**config.mk**
```make
export PLATFORM = sky130hd
export DESIGN_NAME = textlcd_rx_flat
export DESIGN_NICKNAME = d
export VERILOG_FILES = /design/src/rtl/textlcd_rx_pkg.sv /design/src/rtl/textlcd_rx_if.sv /design/src/rtl/textlcd_rx_ac_next.sv /design/src/rtl/textlcd_rx.sv /design/src/flat_wrapper.sv
export SDC_FILE = /design/constraint.sdc
export NUM_CORES = 1
export LEC_CHECK = 0
export CAP_MARGIN = 20
export CORE_MARGIN = 4
export CORE_UTILIZATION = 40
export DETAILED_ROUTE_END_ITERATION = 6
export GPL_ROUTABILITY_DRIVEN = 0
export PLACE_DENSITY_LB_ADDON = 0.2
export SYNTH_ARGS = -nofsm -noshare
export SYNTH_HDL_FRONTEND = slang
export SYNTH_SLANG_ARGS = --single-unit
```
**constraint.sdc**
```tcl
create_clock -name clk -period 3.4 [get_ports clk]
set_input_delay 0.85 -clock clk [delete_from_list [all_inputs] [get_ports clk]]
set_output_delay 0.85 -clock clk [all_outputs]
set_load 0.005 [all_outputs]
```
**src/rtl/textlcd_rx_pkg.sv**
```systemverilog
// textlcd_rx_pkg: shared opcodes, address map, FSM encoding and helpers for the text-LCD responder
package textlcd_pkg;

    localparam logic [7:0] OP_CLR   = 8'h01;
    localparam logic [7:0] OP_HOME  = 8'h02;
    localparam logic [7:0] OP_ENTRY = 8'h04;
    localparam logic [7:0] OP_DISP  = 8'h08;
    localparam logic [7:0] OP_SHIFT = 8'h10;
    localparam logic [7:0] OP_FUNC  = 8'h20;
    localparam logic [7:0] OP_CGRAM = 8'h40;
    localparam logic [7:0] OP_DDRAM = 8'h80;

    localparam logic [6:0] LINE0_BASE = 7'h00;
    localparam logic [6:0] LINE1_BASE = 7'h40;
    localparam logic [6:0] LINE0_LAST = 7'h27;
    localparam logic [6:0] LINE1_LAST = 7'h67;
    localparam int         LINE_LEN   = 16;

    localparam logic [7:0] SPACE_CHAR = 8'h20;

    typedef enum logic [1:0] {INIT_FILL, IDLE, CLR_FILL, BUSY_WAIT} state_t;

    typedef enum logic [3:0] {
        I_NOP, I_CLR, I_HOME, I_ENTRY, I_DISP, I_SHIFT, I_FUNC, I_CGRAM, I_DDRAM
    } instr_t;

    // The highest set bit of an instruction byte selects the command.
    function automatic instr_t decode(input logic [7:0] d);
        return |(d & OP_DDRAM) ? I_DDRAM :
               |(d & OP_CGRAM) ? I_CGRAM :
               |(d & OP_FUNC)  ? I_FUNC  :
               |(d & OP_SHIFT) ? I_SHIFT :
               |(d & OP_DISP)  ? I_DISP  :
               |(d & OP_ENTRY) ? I_ENTRY :
               |(d & OP_HOME)  ? I_HOME  :
               |(d & OP_CLR)   ? I_CLR   : I_NOP;
    endfunction

    // DDRAM addresses that exist on a 2-line controller.
    function automatic logic ac_legal(input logic [6:0] a);
        return (a <= LINE0_LAST) || (a >= LINE1_BASE && a <= LINE1_LAST);
    endfunction

endpackage

```
**src/rtl/textlcd_rx_if.sv**
```systemverilog
// textlcd_rx_if: HD44780-style 8-bit bus between a host driver and the LCD model
interface textlcd_rx_if;
    logic       lcd_e;
    logic       lcd_rs;
    logic       lcd_rw;
    logic [7:0] lcd_data_in;
    logic [7:0] lcd_data_out;
    logic       lcd_data_oe;
    modport master (output lcd_e, lcd_rs, lcd_rw, lcd_data_in, input lcd_data_out, lcd_data_oe);
    modport slave  (input lcd_e, lcd_rs, lcd_rw, lcd_data_in, output lcd_data_out, lcd_data_oe);
endinterface

```
**src/rtl/textlcd_rx_ac_next.sv**
```systemverilog
// textlcd_ac_next: next address-counter value with line wrap and illegal-address clamp
module textlcd_ac_next
    import textlcd_pkg::*;
(
    input  logic [6:0] ac,
    input  logic       inc,
    input  logic       step,
    input  logic       load,
    input  logic [6:0] load_val,
    output logic [6:0] ac_nx
);

    logic [6:0] up;
    logic [6:0] dn;

    // Steps jump between the two 40-byte line segments; loads outside them clamp to 0.
    always_comb begin
        up    = (ac == LINE0_LAST) ? LINE1_BASE : (ac == LINE1_LAST) ? LINE0_BASE : ac + 7'd1;
        dn    = (ac == LINE0_BASE) ? LINE1_LAST : (ac == LINE1_BASE) ? LINE0_LAST : ac - 7'd1;
        ac_nx = load ? (ac_legal(load_val) ? load_val : LINE0_BASE) : step ? (inc ? up : dn) : ac;
    end

endmodule

```
**src/rtl/textlcd_rx.sv**
```systemverilog
// textlcd_rx: HD44780-style LCD controller model decoding host bus writes into a 2x16 buffer
module textlcd_rx
    import textlcd_pkg::*;
#(
    parameter int BUSY_SHORT  = 40,
    parameter int BUSY_LONG   = 1520,
    parameter int SYNC_STAGES = 2
) (
    input  logic              clk,
    input  logic              resetn,
    textlcd_rx_if.slave       bus,
    input  logic [4:0]        rd_idx,
    output logic [7:0]        rd_char,
    output logic              disp_on,
    output logic              cursor_on,
    output logic              blink_on,
    output logic              two_line,
    output logic [6:0]        addr_cnt,
    output logic              busy,
    output logic              cmd_err
);

    localparam int CW = $clog2(BUSY_LONG + 1);

    logic [10:0]   bus_sh [SYNC_STAGES];
    logic [10:0]   bus_d;
    logic          e_s, rs_s, rw_s;
    logic          fall, f_rs, f_rw;
    logic [7:0]    f_d;
    logic          wr_ok, wr_err, rd_ev, cmd_ev, dat_wr, ac_step, ac_load, vis;
    logic [4:0]    ac_idx;
    logic [6:0]    ac_nx;
    instr_t        op;
    state_t        state;
    logic [CW-1:0] cnt;
    logic [4:0]    fill_idx;
    logic          id;
    logic [7:0]    buf_q [32];

    // E, RS, RW and DATA share one delay line so they stay aligned; bus_d holds the last E-high sample.
    always_ff @(posedge clk) begin
        if (resetn) begin
            for (int i = 0; i < SYNC_STAGES; i++) bus_sh[i] <= '0;
            bus_d <= '0;
        end else begin
            bus_sh[0] <= {bus.lcd_e, bus.lcd_rs, bus.lcd_rw, bus.lcd_data_in};
            for (int i = 1; i < SYNC_STAGES; i++) bus_sh[i] <= bus_sh[i-1];
            bus_d <= bus_sh[SYNC_STAGES-1];
        end
    end

    // Transaction qualification on the synchronized falling edge of E.
    always_comb begin
        e_s     = bus_sh[SYNC_STAGES-1][10];
        rs_s    = bus_sh[SYNC_STAGES-1][9];
        rw_s    = bus_sh[SYNC_STAGES-1][8];
        fall    = bus_d[10] & ~e_s;
        f_rs    = bus_d[9];
        f_rw    = bus_d[8];
        f_d     = bus_d[7:0];
        op      = decode(f_d);
        wr_ok   = fall & ~f_rw & ~busy;
        wr_err  = fall & ~f_rw & busy;
        rd_ev   = fall & f_rw;
        cmd_ev  = wr_ok & ~f_rs;
        dat_wr  = wr_ok & f_rs;
        ac_step = (wr_ok | rd_ev) & f_rs;
        ac_load = cmd_ev & (op == I_DDRAM);
        vis     = {1'b0, addr_cnt[5:0]} < 7'(LINE_LEN);
        ac_idx  = {addr_cnt[6], addr_cnt[3:0]};
    end

    textlcd_ac_next u_ac_next (
        .ac       (addr_cnt),
        .inc      (id),
        .step     (ac_step),
        .load     (ac_load),
        .load_val (f_d[6:0]),
        .ac_nx    (ac_nx)
    );

    // Control FSM: fills, busy countdown, instruction execution and flag registers.
    always_ff @(posedge clk) begin
        if (resetn) begin
            state     <= INIT_FILL;
            busy      <= 1'b1;
            cnt       <= CW'(BUSY_LONG);
            fill_idx  <= '0;
            addr_cnt  <= '0;
            id        <= 1'b1;
            disp_on   <= 1'b0;
            cursor_on <= 1'b0;
            blink_on  <= 1'b0;
            two_line  <= 1'b0;
            cmd_err   <= 1'b0;
        end else begin
            cmd_err <= wr_err | (cmd_ev & (op == I_FUNC) & ~f_d[4]);
            if (ac_step | ac_load) addr_cnt <= ac_nx;
            if (cmd_ev) begin
                if (op == I_ENTRY) id <= f_d[1];
                if (op == I_DISP) {disp_on, cursor_on, blink_on} <= f_d[2:0];
                if (op == I_FUNC) two_line <= f_d[3];
                if (op == I_CLR) id <= 1'b1;
                if (op == I_CLR || op == I_HOME) addr_cnt <= '0;
                busy     <= 1'b1;
                state    <= (op == I_CLR) ? CLR_FILL : BUSY_WAIT;
                cnt      <= (op == I_CLR || op == I_HOME) ? CW'(BUSY_LONG) : CW'(BUSY_SHORT);
                fill_idx <= '0;
            end else if (dat_wr) begin
                busy  <= 1'b1;
                state <= BUSY_WAIT;
                cnt   <= CW'(BUSY_SHORT);
            end else if (state != IDLE) begin
                cnt <= cnt - CW'(1);
                if (state == INIT_FILL || state == CLR_FILL) begin
                    fill_idx <= fill_idx + 5'd1;
                    if (fill_idx == 5'd31) state <= BUSY_WAIT;
                end else if (cnt <= CW'(1)) begin
                    state <= IDLE;
                    busy  <= 1'b0;
                end
            end
        end
    end

    // Character buffer: fill writes win over host data writes; mirror port always answers.
    always_ff @(posedge clk) begin
        if (state == INIT_FILL || state == CLR_FILL) buf_q[fill_idx] <= SPACE_CHAR;
        else if (dat_wr && vis) buf_q[ac_idx] <= f_d;
        rd_char <= buf_q[rd_idx];
    end

    // Read return: busy/AC for instruction reads, character at AC for data reads.
    always_ff @(posedge clk) begin
        if (resetn) begin
            bus.lcd_data_oe  <= 1'b0;
            bus.lcd_data_out <= '0;
        end else begin
            bus.lcd_data_oe  <= e_s & rw_s;
            bus.lcd_data_out <= rs_s ? (vis ? buf_q[ac_idx] : SPACE_CHAR) : {busy, addr_cnt};
        end
    end

endmodule

```
**src/flat_wrapper.sv**
```systemverilog
// flat-port wrapper written by rule: the top's interface ports become plain ports
module textlcd_rx_flat import textlcd_pkg::*;
#(
    parameter int BUSY_SHORT  = 40,
    parameter int BUSY_LONG   = 1520,
    parameter int SYNC_STAGES = 2
)
  (clk, resetn, rd_idx, rd_char, disp_on, cursor_on, blink_on, two_line, addr_cnt, busy, cmd_err, bus_lcd_e, bus_lcd_rs, bus_lcd_rw, bus_lcd_data_in, bus_lcd_data_out, bus_lcd_data_oe);
  textlcd_rx_if bus_i ();
  input  logic clk;
  input  logic resetn;
  input  logic [4:0] rd_idx;
  output logic [7:0] rd_char;
  output logic disp_on;
  output logic cursor_on;
  output logic blink_on;
  output logic two_line;
  output logic [6:0] addr_cnt;
  output logic busy;
  output logic cmd_err;
  input wire logic [$bits(bus_i.lcd_e)-1:0] bus_lcd_e;
  input wire logic [$bits(bus_i.lcd_rs)-1:0] bus_lcd_rs;
  input wire logic [$bits(bus_i.lcd_rw)-1:0] bus_lcd_rw;
  input wire logic [$bits(bus_i.lcd_data_in)-1:0] bus_lcd_data_in;
  output wire logic [$bits(bus_i.lcd_data_out)-1:0] bus_lcd_data_out;
  output wire logic [$bits(bus_i.lcd_data_oe)-1:0] bus_lcd_data_oe;
  assign bus_i.lcd_e = bus_lcd_e;
  assign bus_i.lcd_rs = bus_lcd_rs;
  assign bus_i.lcd_rw = bus_lcd_rw;
  assign bus_i.lcd_data_in = bus_lcd_data_in;
  assign bus_lcd_data_out = bus_i.lcd_data_out;
  assign bus_lcd_data_oe = bus_i.lcd_data_oe;
  textlcd_rx #(.BUSY_SHORT(BUSY_SHORT), .BUSY_LONG(BUSY_LONG), .SYNC_STAGES(SYNC_STAGES)) u_core (.clk(clk), .resetn(resetn), .bus(bus_i), .rd_idx(rd_idx), .rd_char(rd_char), .disp_on(disp_on), .cursor_on(cursor_on), .blink_on(blink_on), .two_line(two_line), .addr_cnt(addr_cnt), .busy(busy), .cmd_err(cmd_err));
endmodule
```
==> parameters.txt <==
Parameter                              Value

Floorplanning
  Row count ... slightly above 70
  Die Span Y ... about 200 µm
  Core Area ... ~0.038 mm²
  Die extent in x ... a little over 200 µm
  Starting density of the core ... approximately two fifths
  DIE AREA ... roughly 0.042 mm²
  I/O pin count ... between 40 and 50

Synthesis
  Predominant post-synthesis flop cell ... edfxtp_1
  Gate count of the mapped netlist ... approximately 970
  Unique cell type count in the Yosys netlist ... 58
  Post-synthesis sequential area ratio ... roughly three fifths
  Number of flip-flops and latches in the synthesized netlist ... between 300 and 400
  Area share of the largest cell type after synthesis ... ~50%
  Cell accounting for the most synthesized area ... edfxtp_1
  Largest cells by area after synthesis ... edfxtp_1 (50%), mux4_2 (21%), dfxtp_1 (11%), nor2_1 (2.1%), mux2i_1 (1.9%)
  Number of flops mapped to enable cells by yosys ... between 200 and 300
  Yosys warns ... 0
  Fraction of registers with async set or reset after synthesis ... 0%
  Most used standard cell by instance count after synthesis ... edfxtp_1
  Mean area per synthesized cell ... roughly 16 µm²
  Post-Synthesis Cell Area ... 0.0154 mm²
  Synth cell count leaders ... edfxtp_1 (256), mux4_2 (141), nor2_1 (87), dfxtp_1 (82), nor2b_1 (47)
  Syn_nets ... 995

Clock tree
  CTS tree ... done
  Hold-fix buffer count after cts ... 0
  Clock transition at the registers of the reported paths ... approximately 60 ps
  Clock sink count ... 338
  Clock tree root driver cell ... clkbuf_16
  Maximum count of clock buffers along a single path ... 3
  Post_cts resized ... 0
  Number of buffers created by CTS ... 37
  Worst-skew pair later-pin latency ... about 540 ps
  Setup fix buffers added after clock tree synthesis ... 0
  Max H-tree Level ... 2

Power and ir drop
  VDD IR max ... 0.297 mV
  Power Density ... 494 mW/mm²
  Lkg Pwr ... around 5.4 nW

Routing
  Drc violations ... 0
  Routed length per instance ... roughly 26 µm
  Via count of the routed design ... approximately 9000
  Pre-antenna DRT Iters ... 5
  Final wirelength ... 40.8 mm
  Number of DRC markers in iteration 0 ... roughly 950
  Via density ... 5.79
  Residual antenna-violating net count after detailed routing ... 0

Critical path
  Most numerous cell on the critical path ... nor2_1
  Path length in cells of the critical path ... 6
  Crit Path Max Fanout ... 11
  Setup crit end kind ... flip-flop
  Crit path max-delay cell type ... nor2_1
  Critical path launch point type ... flip-flop
  Slowest stage delay, CP ... 510 ps
  Worst path bufs/invs ... 1
  Chain of cells forming the critical path ... nor2_1 -> nand3_1 -> a21oi_1 -> a21boi_0 -> nor2_1 -> buf_4
  Family with the most delay on the worst path ... simple AND/OR/NAND/NOR gates
  Worst EP required ... around 3600 ps
  Type of the worst setup path ... flip-flop to flip-flop
  Worst Reg2Reg Path Length in Cells ... 6
  Endpoint arrival time on the critical path ... between 2000 and 3000 ps

Finish
  Count of nets after finishing ... ~1100
  Share of post-route cells with drive strength above 1 ... a little over a quarter
  Cell area after layout ... roughly 0.018 mm²
  Antenna diode instance count ... 0
  Area Overhead vs Synth ... 16.8%
  FILL cells ... 3312
  Non-filler instance count after layout ... roughly 1600

STA
  Achievable clock frequency ... 0.365 GHz
  Setup TNS ... 0 ps
  Worst slew slack as a fraction of its limit ... 40.1%
  Setup WS post-layout ... ~660 ps
  Crit share post-route ... between 80% and 90%
  Worst hold-check slack ... about 430 ps
  Worst-margin pin slew ... between 800 and 900 ps
  Number of endpoints with negative hold slack in the final report ... 0
  Setup violations, final ... 0
  Max-slew violation total from the final report ... 0
  Setup skew after layout ... around 19 ps
  Setup repair after global routing missed its margin ... false
  Post-route minimum period ... 2740 ps

Global routing
  GRT Util Overall ... approximately a fifth
  First-pass GRT wire length ... about 60 mm
  Total congestion overflow after global routing ... 0
  Maximum number of pins on one net before global-route repair ... 65
  Number of global-route vias before repair ... approximately 9000
  Number of antenna violations at the first check in global routing ... 1

Status
  Outcome ... finished clean

Place
  Placed Instance Area ... approximately 0.017 mm²
  Sum of net half-perimeters after detailed placement ... 26.3 mm
  Number of input and output port buffers inserted ... between 40 and 50
  Pre-CTS setup slack ... approximately 540 ps
  Total placed cells including tap cells ... between 1500 and 2000

Min path
  Worst min-delay path category ... flip-flop to flip-flop
  Number of cells on the worst hold path ... 1

Flow run
  Number of max-cap violations ... 0
[layout make-up]
cell class              instances  area [µm²]  share of cell area (%)
clock buffers                  49        1010                    5.64
flip-flops and latches        338        9340                    51.9
multi-input cells             553        5760                    32.0
inverters                       9        33.8                   0.188
repair buffers                110        1020                    5.66
well taps                     511         639                    3.55
clock inverters                19         205                    1.14
[power by group]
group / switching [mW] / internal [mW]
registers: 0.0478 / 4.45
clock network: 1.61 / 2.42
logic: 0.180 / 0.183
[kinds of logic after synthesis]
group	count (synthesis)	share of synthesized area (%)
DFF	338	60.5
and+or+nand+nor	243	8.06
muxes	184	23.5
AOI/OAI and AO/OA	112	4.78
buffers and inverters	80	2.21
xor gates and xnor gates	8	0.455
adders and majority gates	6	0.487
[through the flow]
step	total power [mW]	util (%)
after floorplan	4.81	-
after global placement	4.95	44.4
after detailed placement	4.95	44.4
after CTS	8.98	47.6
after global routing	9.18	47.6
final	8.89	47.6
[sequential cells by signal (all words and copies together) (netlist names), 2 cells and up]
register                 cells
u_core.bus.lcd_data_out      8
u_core.bus_d                11
u_core.bus_sh               22
u_core.fill_idx              5
u_core.addr_cnt              7
u_core.state                 2
u_core.cnt                  11
u_core.rd_char               8
u_core.buf_q               256
[final timing paths]
kind                                           start                    to  slack, ps
worst min-delay path            u_core.bus_sh[0][10]  u_core.bus_sh[0][21]        430
worst min register to register  u_core.bus_sh[0][10]  u_core.bus_sh[0][21]        430
worst max-delay path              u_core.addr_cnt[5]   u_core.buf_q[23][0]        660
worst max register to register    u_core.addr_cnt[5]   u_core.buf_q[23][0]        660
[per-layer routing]
| metal | wire length (µm) | track usage [%] | vias up |
|---|---|---|---|
| li1 | - | - | 4050 |
| met1 | 17200 | 27.1 | 4781 |
| met2 | 20100 | 32.5 | 304 |
| met3 | 2450 | 3.28 | 68 |
| met4 | 1100 | 5.48 | 0 |
| met5 | 0 | 0 | - |
[layout by cell type (no fill, tap or decap), drive strengths merged, types with 29 or more instances in the layout]
cell / synthesis / final
mux4: 141 / 141
dfxtp: 82 / 82
nor2: 87 / 87
edfxtp: 256 / 256
nor2b: 47 / 47
clkbuf: 36 / 49
buf: 35 / 66
clkdlybuf4s50: 0 / 44
mux2i: 30 / 30
a21oi: 29 / 29
Power figures use the tool's default switching activity.
